--- src/rtl/fetch_align_queue_pkg.sv ---
// Shared constants and FSM encoding for the instruction fetch/alignment queue.
package fetch_align_queue_pkg;

    localparam int unsigned LINE_BYTES  = 16;
    localparam int unsigned QUEUE_SLOTS = 2;

    typedef enum logic [1:0] {
        ST_IDLE    = 2'b00,
        ST_REQ     = 2'b01,
        ST_DISCARD = 2'b10
    } fsm_state_t;

endpackage

--- src/rtl/fetch_align_queue_byte_rotator32.sv ---
// Byte-granular right rotate of a 32-byte buffer; returns the low 16 bytes.
module byte_rotator32 (
    input  logic [255:0] i_buf,
    input  logic [4:0]   i_rot,
    output logic [127:0] o_win
);

    logic [255:0] w_stage [0:5];

    // Five 2:1 mux ranks rotating by 1, 2, 4, 8 and 16 bytes.
    always_comb begin
        w_stage[0] = i_buf;
        for (int unsigned s = 0; s < 5; s++) begin
            w_stage[s+1] = i_rot[s] ?
                ((w_stage[s] >> (8 << s)) | (w_stage[s] << (256 - (8 << s)))) :
                w_stage[s];
        end
        o_win = w_stage[5][127:0];
    end

endmodule

--- src/rtl/fetch_align_queue.sv ---
// Two-line circular prefetch buffer presenting the 16 bytes at EIP to decode.
module fetch_align_queue
    import fetch_align_queue_pkg::*;
#(
    parameter logic [31:0] RESET_EIP = 32'h0000_0000
) (
    input  logic         clk,
    input  logic         reset,
    input  logic         FLUSH,
    input  logic [31:0]  FLUSH_EIP,
    output logic         ICACHE_RD_REQ,
    output logic [31:0]  ICACHE_RD_ADDR,
    input  logic         ICACHE_RD_ACK,
    input  logic [127:0] ICACHE_RD_DATA,
    output logic [127:0] IR,
    output logic         IR_V,
    output logic [31:0]  EIP_OUT,
    input  logic         D1_ADVANCE,
    input  logic [3:0]   instr_length_updt,
    output logic [5:0]   Q_BYTES
);

    fsm_state_t   r_state;
    fsm_state_t   w_state_nxt;
    logic [127:0] r_slot [0:QUEUE_SLOTS-1];
    logic [1:0]   r_slot_v;
    logic         r_hs;
    logic [3:0]   r_off;
    logic [31:0]  r_eip;
    logic [31:0]  r_fetch_addr;
    logic [31:0]  r_req_addr;
    logic         r_ign_ack;

    logic [1:0]   w_nvalid;
    logic         w_fs;
    logic         w_ack;
    logic         w_fill;
    logic         w_adv;
    logic [4:0]   w_off_sum;
    logic [1:0]   w_slot_v_nxt;
    logic [31:0]  w_fetch_nxt;
    logic [127:0] w_win;

    assign w_nvalid  = {1'b0, r_slot_v[0]} + {1'b0, r_slot_v[1]};
    assign w_fs      = r_hs ^ (w_nvalid == 2'd1);
    assign Q_BYTES   = r_slot_v[r_hs] ? ({w_nvalid, 4'b0000} - {2'b00, r_off}) : '0;
    assign IR_V      = (Q_BYTES >= 6'(LINE_BYTES));
    assign w_ack     = ICACHE_RD_ACK & ~r_ign_ack;
    assign w_fill    = w_ack & (r_state == ST_REQ) & ~FLUSH;
    assign w_adv     = D1_ADVANCE & IR_V & ~FLUSH & (instr_length_updt != 4'd0);
    assign w_off_sum = {1'b0, r_off} + {1'b0, instr_length_updt};

    // Fill uses the slot free at cycle start; a retire may free the head in parallel.
    always_comb begin
        w_slot_v_nxt = r_slot_v;
        w_fetch_nxt  = r_fetch_addr;
        if (FLUSH) begin
            w_slot_v_nxt = '0;
            w_fetch_nxt  = {FLUSH_EIP[31:4], 4'b0000};
        end else begin
            if (w_fill) begin
                w_slot_v_nxt[w_fs] = 1'b1;
                w_fetch_nxt        = r_fetch_addr + 32'(LINE_BYTES);
            end
            if (w_adv && w_off_sum[4]) begin
                w_slot_v_nxt[r_hs] = 1'b0;
            end
        end
    end

    always_comb begin
        w_state_nxt   = r_state;
        ICACHE_RD_REQ = 1'b0;
        case (r_state)
            ST_IDLE: begin
                if (!FLUSH && (w_slot_v_nxt != 2'b11)) w_state_nxt = ST_REQ;
            end
            ST_REQ: begin
                ICACHE_RD_REQ = 1'b1;
                if (FLUSH)      w_state_nxt = w_ack ? ST_REQ : ST_DISCARD;
                else if (w_ack) w_state_nxt = (w_slot_v_nxt != 2'b11) ? ST_REQ : ST_IDLE;
            end
            ST_DISCARD: begin
                ICACHE_RD_REQ = 1'b1;
                if (w_ack) w_state_nxt = ST_REQ;
            end
            default: w_state_nxt = ST_IDLE;
        endcase
    end

    always_ff @(posedge clk) begin
        if (!reset) begin
            r_state      <= ST_IDLE;
            r_slot_v     <= '0;
            r_hs         <= 1'b0;
            r_off        <= RESET_EIP[3:0];
            r_eip        <= RESET_EIP;
            r_fetch_addr <= {RESET_EIP[31:4], 4'b0000};
            r_req_addr   <= {RESET_EIP[31:4], 4'b0000};
            r_ign_ack    <= r_ign_ack | (r_state != ST_IDLE);
            r_slot[0]    <= '0;
            r_slot[1]    <= '0;
        end else begin
            r_state      <= w_state_nxt;
            r_slot_v     <= w_slot_v_nxt;
            r_fetch_addr <= w_fetch_nxt;
            r_ign_ack    <= 1'b0;
            // The address of an in-flight stale request must stay put until its ACK.
            if (w_state_nxt != ST_DISCARD) r_req_addr <= w_fetch_nxt;
            if (w_fill) r_slot[w_fs] <= ICACHE_RD_DATA;
            if (FLUSH) begin
                r_hs  <= 1'b0;
                r_off <= FLUSH_EIP[3:0];
                r_eip <= FLUSH_EIP;
            end else if (w_adv) begin
                {r_hs, r_off} <= {r_hs, r_off} + {1'b0, instr_length_updt};
                r_eip         <= r_eip + {28'b0, instr_length_updt};
            end
        end
    end

    byte_rotator32 u_rot (
        .i_buf (r_slot_v == 2'b00 ? 256'b0 : {r_slot[1], r_slot[0]}),
        .i_rot ({r_hs, r_off}),
        .o_win (w_win)
    );

    assign IR             = w_win;
    assign EIP_OUT        = r_eip;
    assign ICACHE_RD_ADDR = r_req_addr;

endmodule

--- config.mk ---
export PLATFORM = sky130hd
export DESIGN_NAME = fetch_align_queue
export DESIGN_NICKNAME = d
export VERILOG_FILES = /design/src/rtl/fetch_align_queue_pkg.sv /design/src/rtl/fetch_align_queue_byte_rotator32.sv /design/src/rtl/fetch_align_queue.sv
export SDC_FILE = /design/constraint.sdc
export NUM_CORES = 1
export LEC_CHECK = 0
export CAP_MARGIN = 20
export CORE_MARGIN = 2
export CORE_UTILIZATION = 36
export CTS_BUF_LIST = sky130_fd_sc_hd__clkbuf_16
export DETAILED_ROUTE_END_ITERATION = 10
export GPL_TIMING_DRIVEN = 0
export PLACE_DENSITY = 0.64
export SYNTH_ARGS = -nofsm -noshare
export SYNTH_HDL_FRONTEND = slang
export SYNTH_SLANG_ARGS = --single-unit
--- constraint.sdc ---
create_clock -name clk -period 19.1 [get_ports clk]
set_clock_uncertainty 0.15 [all_clocks]
set_input_delay 2.865 -clock clk [delete_from_list [all_inputs] [get_ports clk]]
set_output_delay 2.865 -clock clk [all_outputs]
set_load 0.01 [all_outputs]
After elaboration in Yosys (flattened, before gate mapping)
Memories as Yosys holds them, arrays and structs flattened.
Cells that the tools add are included.
Word-level totals
  register bits after elaboration: 106
  output and inout port bits: 200
  input bits: 169
  memory bits (writable): 256
  memories: 1
Memory list
  r_slot: depth 2, bits a word 128, read ports 2, clocked after memory_dff 0, wr ports 2, RTL line fetch_align_queue.sv:25  | logic [127:0] r_slot [0:QUEUE_SLOTS-1];
Operators by class
  bitwise operators: 19
  add/subtract/negate cells: 6
  reductions and logical operators: 13
  eq/ne operators: 5
  magnitude comparators: 5
  mux-type cells: 38
Operator list (number)
  $mux 256: 5
  $mux 128: 2
  $or 192x256->256: 1
  $or 224x256->256: 1
  $or 240x256->256: 1
  $or 248x256->256: 1
  $mux 32: 4
  $or 128x1->128 const B: 1
  $reduce_or 128->1: 1
  $add 32x4->32: 1
  $add 32x5->32 const B: 1
  $mux 2: 9
  $mux 1: 12
  $mux 4: 2
  $and 1x1->1: 6
  $ge 6x5->1 const B: 1
  $mux 6: 1
  $pmux 2 s3: 1
  $sub 6x4->6: 1
  $add 4x4->5: 1
  $add 5x4->5: 1
  $eq 2x1->1 const B: 2
  $logic_and 1x1->1: 4
  $logic_not 2->1: 2
  16 further kinds: 24

Logic depth before layout (Yosys ltp)
  depth in word-level cells: 19
  gate-level depth with buffers: 14
  depth with buffers taken out: 9

By module
A second synthesis with hierarchy kept.
Unflattened totals
  cells, all modules: 2469
  area total of the unflattened synthesis: 28534.9 um^2
Modules (own cells, without submodules)
  fetch_align_queue: times used 1, area an instance 16852.4 um^2, cells each 1492, sequential area each 9809.4 um^2
  byte_rotator32: times used 1, area an instance 11682.5 um^2, cells each 977, sequential area each 0.0 um^2

Worst setup path before layout
Ideal clock, no wire load.
  path type: input -> register
  from: input ICACHE_RD_ACK
  to: memory r_slot[0][0], enable pin
  data arrival time: 12.407 ns
  data required time: 18.158 ns
  path buffers: 0
  stages on the path: 3
  setup slack: 5.751 ns
  cells stage by stage: nor2b_1 nand3_1 o21ai_0
RTL lines
  start: declaration: RTL line fetch_align_queue.sv:13  | input logic ICACHE_RD_ACK,
  end: declaration: RTL line fetch_align_queue.sv:25

Final worst setup path
  from: register r_off[1]
  to: output IR[97]
Between the ends
  word-level cells in the longest chain between the ends: 7
Ends and longest elaborated chain
  start: declaration: RTL line fetch_align_queue.sv:28  | logic [3:0] r_off;
  start signal: assignment: RTL line fetch_align_queue.sv:96  | r_off <= RESET_EIP[3:0];
  start signal: assignment: RTL line fetch_align_queue.sv:113  | r_off <= FLUSH_EIP[3:0];
  start signal: assignment: RTL line fetch_align_queue.sv:116  | {r_hs, r_off} <= {r_hs, r_off} + {1'b0, instr_length_updt};
  $mux 256 (*): RTL line fetch_align_queue_byte_rotator32.sv:14  | w_stage[s+1] = i_rot[s] ?
  $or 224x256->256: RTL line fetch_align_queue_byte_rotator32.sv:15  | ((w_stage[s] >> (8 << s)) | (w_stage[s] << (256 - (8 << s)))) :
  $mux 256 (*): RTL line fetch_align_queue_byte_rotator32.sv:14
  $or 192x256->256: RTL line fetch_align_queue_byte_rotator32.sv:15
  $mux 256 (*): RTL line fetch_align_queue_byte_rotator32.sv:14
  $or 128x1->128: RTL line fetch_align_queue_byte_rotator32.sv:15
  $mux 128 (*): RTL line fetch_align_queue_byte_rotator32.sv:14
  end: declaration: RTL line fetch_align_queue.sv:15  | output logic [127:0] IR,
Mark *: on every way between the ends. The rest lies on a longest branch, timed or not.

==> metrics.md <==
| Metric | Value |
|---|---|
| Status | `finished clean` |
| CP Capture Type | `output pin` |
| Met2 Track Usage GR | `56.3%` |
| R2r worst-path depth | `13` |
| Tcrit/Tclk final | `45.8%` |
| Total GRT Usage | `about 38%` |
| WL per Instance | `37.7 µm` |
| Post-synth EDFFs | `256` |
| CTS Root Cell | `clkbuf_16` |
| Commonest non-fill, non-tap cells in the layout | `368 x clkdlybuf4s50_1, 289 x and2_1, 262 x mux2i_1, 256 x edfxtp_1, 226 x nand2b_1` |
| Yosys top cell area share | `27.5%` |
| Worst Hold Class | `reg -> reg` |
| CTS resizes | `0` |
| Pre-CTS WS | `11,230 ps` |
| First-pass GRT wire length | `210,000 µm` |
| Vias in the first global route | `24,800` |
| Die area | `80,000 µm²` |
| GRT met3 Usage | `12.4%` |
| Top Ports | `369` |
| GRT busiest layer | `met2` |
| Area Growth Syn to Fin | `24.4%` |
| R2R setup slack | `14,100 ps` |
| Fin worst setup slack | `10,340 ps` |
| Main area contributors after synthesis | `edfxtp_1 27%, mux4_2 17%, mux2i_1 9.4%` |
| Overflow after GRT | `0` |
| Required time at the worst-slack endpoint | `16,090 ps` |
| Max-Cap Viols | `0` |
| Max stage delay on crit path | `690 ps` |
| Drt via density | `6.33` |
| Hold-fix buffers, CTS | `0` |
| DR vias | `26,200` |
| Drt drc | `0` |
| CP arrival | `5740 ps` |
| Most common cell after layout, fill and taps aside | `clkdlybuf4s50_1` |
| CP cell instances | `clkbuf_1 -> clkbuf_1 -> buf_2 -> clkbuf_1 -> clkbuf_1 -> nand2_1 -> a21oi_1 -> o21ai_0 -> o21ai_0 -> clkdlybuf4s50_1` |
| Most used cell, CP | `clkbuf_1` |
| Pwr dens | `66.5 nW/µm²` |
| Post-synth cell types | `65` |
| Cell taking the most area after synthesis | `edfxtp_1` |
| Cell count along the critical path | `10` |
| CP max-delay cell | `clkbuf_1` |
| Post-Syn Area | `28,000 µm²` |
| Count of final hold-check violations | `0` |
| Initial Util | `between 30% and 40%` |
| Power consumption | `2.32 mW` |
| Routed WL | `between 150,000 and 200,000 µm` |
| Final setup viols | `0` |
| CP max FO | `10` |
| PortBufs | `about 370` |
| Post-Syn Area per Cell | `10.7 µm²` |
| Clock Sinks | `362` |
| Primary FF master, synth | `edfxtp_1` |
| Routability cong. | `1.09` |
| # rows | `102` |
| Core footprint | `77,200 µm²` |
| CTS tree | `yes` |
| RR Startpoint | `r_off[1]$_SDFFE_PN0P_` |
| Detail Route Antenna Nets | `0` |
| Worst Setup Path Type | `reg -> out` |
| FF/Latch Area | `9810 µm²` |
| Die width | `283 µm` |
| GR Layer Usage met1 | `50.0%` |
| Synth Instances | `2,622` |
| Placement Cell Area | `33,400 µm²` |
| Clk pin slew, worst setup/hold paths | `70 ps` |
| RR Endpoint | `ICACHE_RD_ADDR[28]$_SDFFE_PN0P_` |
| Setup Buffers After CTS | `0` |
| Htree depth | `2` |
| Iteration count of the initial detailed-routing pass | `6` |
| Initial antenna violation count | `6` |
| Worst-Margin Slew | `1230 ps` |
| Synth warn | `0` |
| Minimum clock period | `8760 ps` |
| Sequential area share after synthesis | `a little over a third` |
| Synthesized Nets | `around 2,800` |
| Pleak | `11.8 nW` |
| Nets | `around 3,200` |
| Max Slew Vio Count | `0` |
| Critical path's top delay family | `buffers and inverters` |
| Final Cell Area | `34,800 µm²` |
| Async S/R FF share, synth | `0%` |
| Peak Freq | `0.114 GHz` |
| CP Buf/Inv Count | `6` |
| Fillers | `7,390` |
| DIE HEIGHT | `283 µm` |
| Startpoint types | `register` |
| Max_slew headroom | `~18%` |
| Layout cells sized above 1 | `15.3%` |
| Largest net degree at the start of global routing | `29` |
| FF+latch count, synth | `approximately 360` |
| VDD IR-drop max | `57.6 µV` |
| Critical Path End | `IR[97]` |
| Worst skew pair latency | `620 ps` |
| DRT iter0 DRCs | `3,904` |
| Worst-case clock buffer depth | `3` |
| HPWL Detailed | `between 100,000 and 150,000 µm` |
| Worst setup path start | `r_off[1]$_SDFFE_PN0P_` |
| RSZ-0062 raised after global routing | `false` |
| CTS Buf Count | `45` |
| Multi-input logic area | `17,100 µm²` |
-- where the power goes --
group          leakage (nW)  switching [mW]  internal [mW]
Clock                 0.721           0.359          0.488
Sequential             3.52          0.0700          0.885
Combinational          7.54           0.293          0.223
Total                  11.8           0.723           1.60
-- cell families (layout without fill, tap and decap cells) --
logic type               Yosys count  count (layout)  synth area share, %
buffers and inverters            276             741                 3.93
flip-flops                       362             362                 35.0
AND/OR/NAND/NOR                  876             876                 17.7
other                              0               7                    0
adder cells (fa/ha/maj)           18              18                0.858
multiplexers                     593             593                 31.2
XOR/XNOR                          35              35                 1.09
AO/OA/AOI/OAI                    462             462                 10.2
-- Yosys cell counts (16+ instances only) --
| cell | number |
|---|---|
| mux2i_1 | 262 |
| nand2b_1 | 226 |
| xnor2_1 | 22 |
| and2_1 | 289 |
| mux2_1 | 24 |
| nor3_1 | 32 |
| o211ai_1 | 78 |
| nand2_1 | 75 |
| nand3_1 | 17 |
| nor2b_1 | 17 |
| a31oi_1 | 18 |
| a21oi_1 | 142 |
| clkbuf_1 | 171 |
| nor2_1 | 130 |
| dfxtp_1 | 106 |
| mux4_2 | 213 |
| ha_1 | 16 |
| edfxtp_1 | 256 |
| o21ai_0 | 134 |
| buf_1 | 30 |
| mux2_2 | 94 |
| inv_1 | 28 |
| a211oi_1 | 24 |
| or2_2 | 25 |
| buf_2 | 42 |
-- state kept, by name, summed over array words and instances (netlist names) --
register,flops
r_ign_ack,1
EIP_OUT,32
ICACHE_RD_ADDR,32
r_slot,256
r_state,2
r_off,4
r_slot_v,2
r_fetch_addr,32
r_hs,1
-- how the worst min path moves through the flow --
stage                          startpoint                         end  slack [ps]  depth (start not counted)
2_1_floorplan  r_fetch_addr[0]$_SDFF_PN0_  r_fetch_addr[0]$_SDFF_PN0_         250                          2
3_3_place_gp   r_fetch_addr[1]$_SDFF_PN0_  r_fetch_addr[1]$_SDFF_PN0_         270                          2
3_5_place_dp   r_fetch_addr[1]$_SDFF_PN0_  r_fetch_addr[1]$_SDFF_PN0_         270                          2
4_1_cts        r_fetch_addr[1]$_SDFF_PN0_  r_fetch_addr[1]$_SDFF_PN0_         280                          2
5_1_grt        r_fetch_addr[3]$_SDFF_PN0_  r_fetch_addr[3]$_SDFF_PN0_         320                          2
6_report       r_fetch_addr[0]$_SDFF_PN0_  r_fetch_addr[0]$_SDFF_PN0_         280                          2
-- cell type report --
class / count / area share, %
Clock inverter: 34 / 0.894
Inverter: 30 / 0.323
Antenna cell: 7 / 0.0503
Sequential cell: 362 / 28.2
Timing Repair Buffer: 386 / 11.6
Tap cell: 1040 / 3.74
Buffer: 246 / 2.83
Multi-Input combinational cell: 1984 / 49.1
Clock buffer: 45 / 3.23
-- per-layer routing --
metal  part of all wire (%)  up-vias  wire length, µm
li1                       -    10700                -
met1                     40    13200            61900
met5                  0.017        -               27
met4                    5.6        4             8790
met2                     43     1909            66600
met3                     12      355            18400
-- worst register-to-register path, cell delays in order (launching register included) --
cell	delay, ps
dfxtp_1	320
clkbuf_1	260
clkbuf_1	350
buf_2	320
inv_1	130
clkbuf_1	730
ha_1	350
or3b_4	420
a2111o_1	450
a211oi_4	350
nor3_2	130
o221ai_4	310
buf_4	280
mux2_1	330
-- stage by stage --
stage / hold WS [ps] / instances / utilization, % / TNS [ps]
after floorplan: 254 / 2622 / - / 0
after global placement: 267 / 4030 / 42.7 / -277730
after detailed placement: 270 / 4047 / 43.2 / 0
final: 284 / 4134 / 45.1 / 0
after CTS: 284 / 4126 / 45.1 / 0
after global routing: 316 / 4127 / 45.1 / 0
Note: power is estimated with default switching activity, not from simulation.
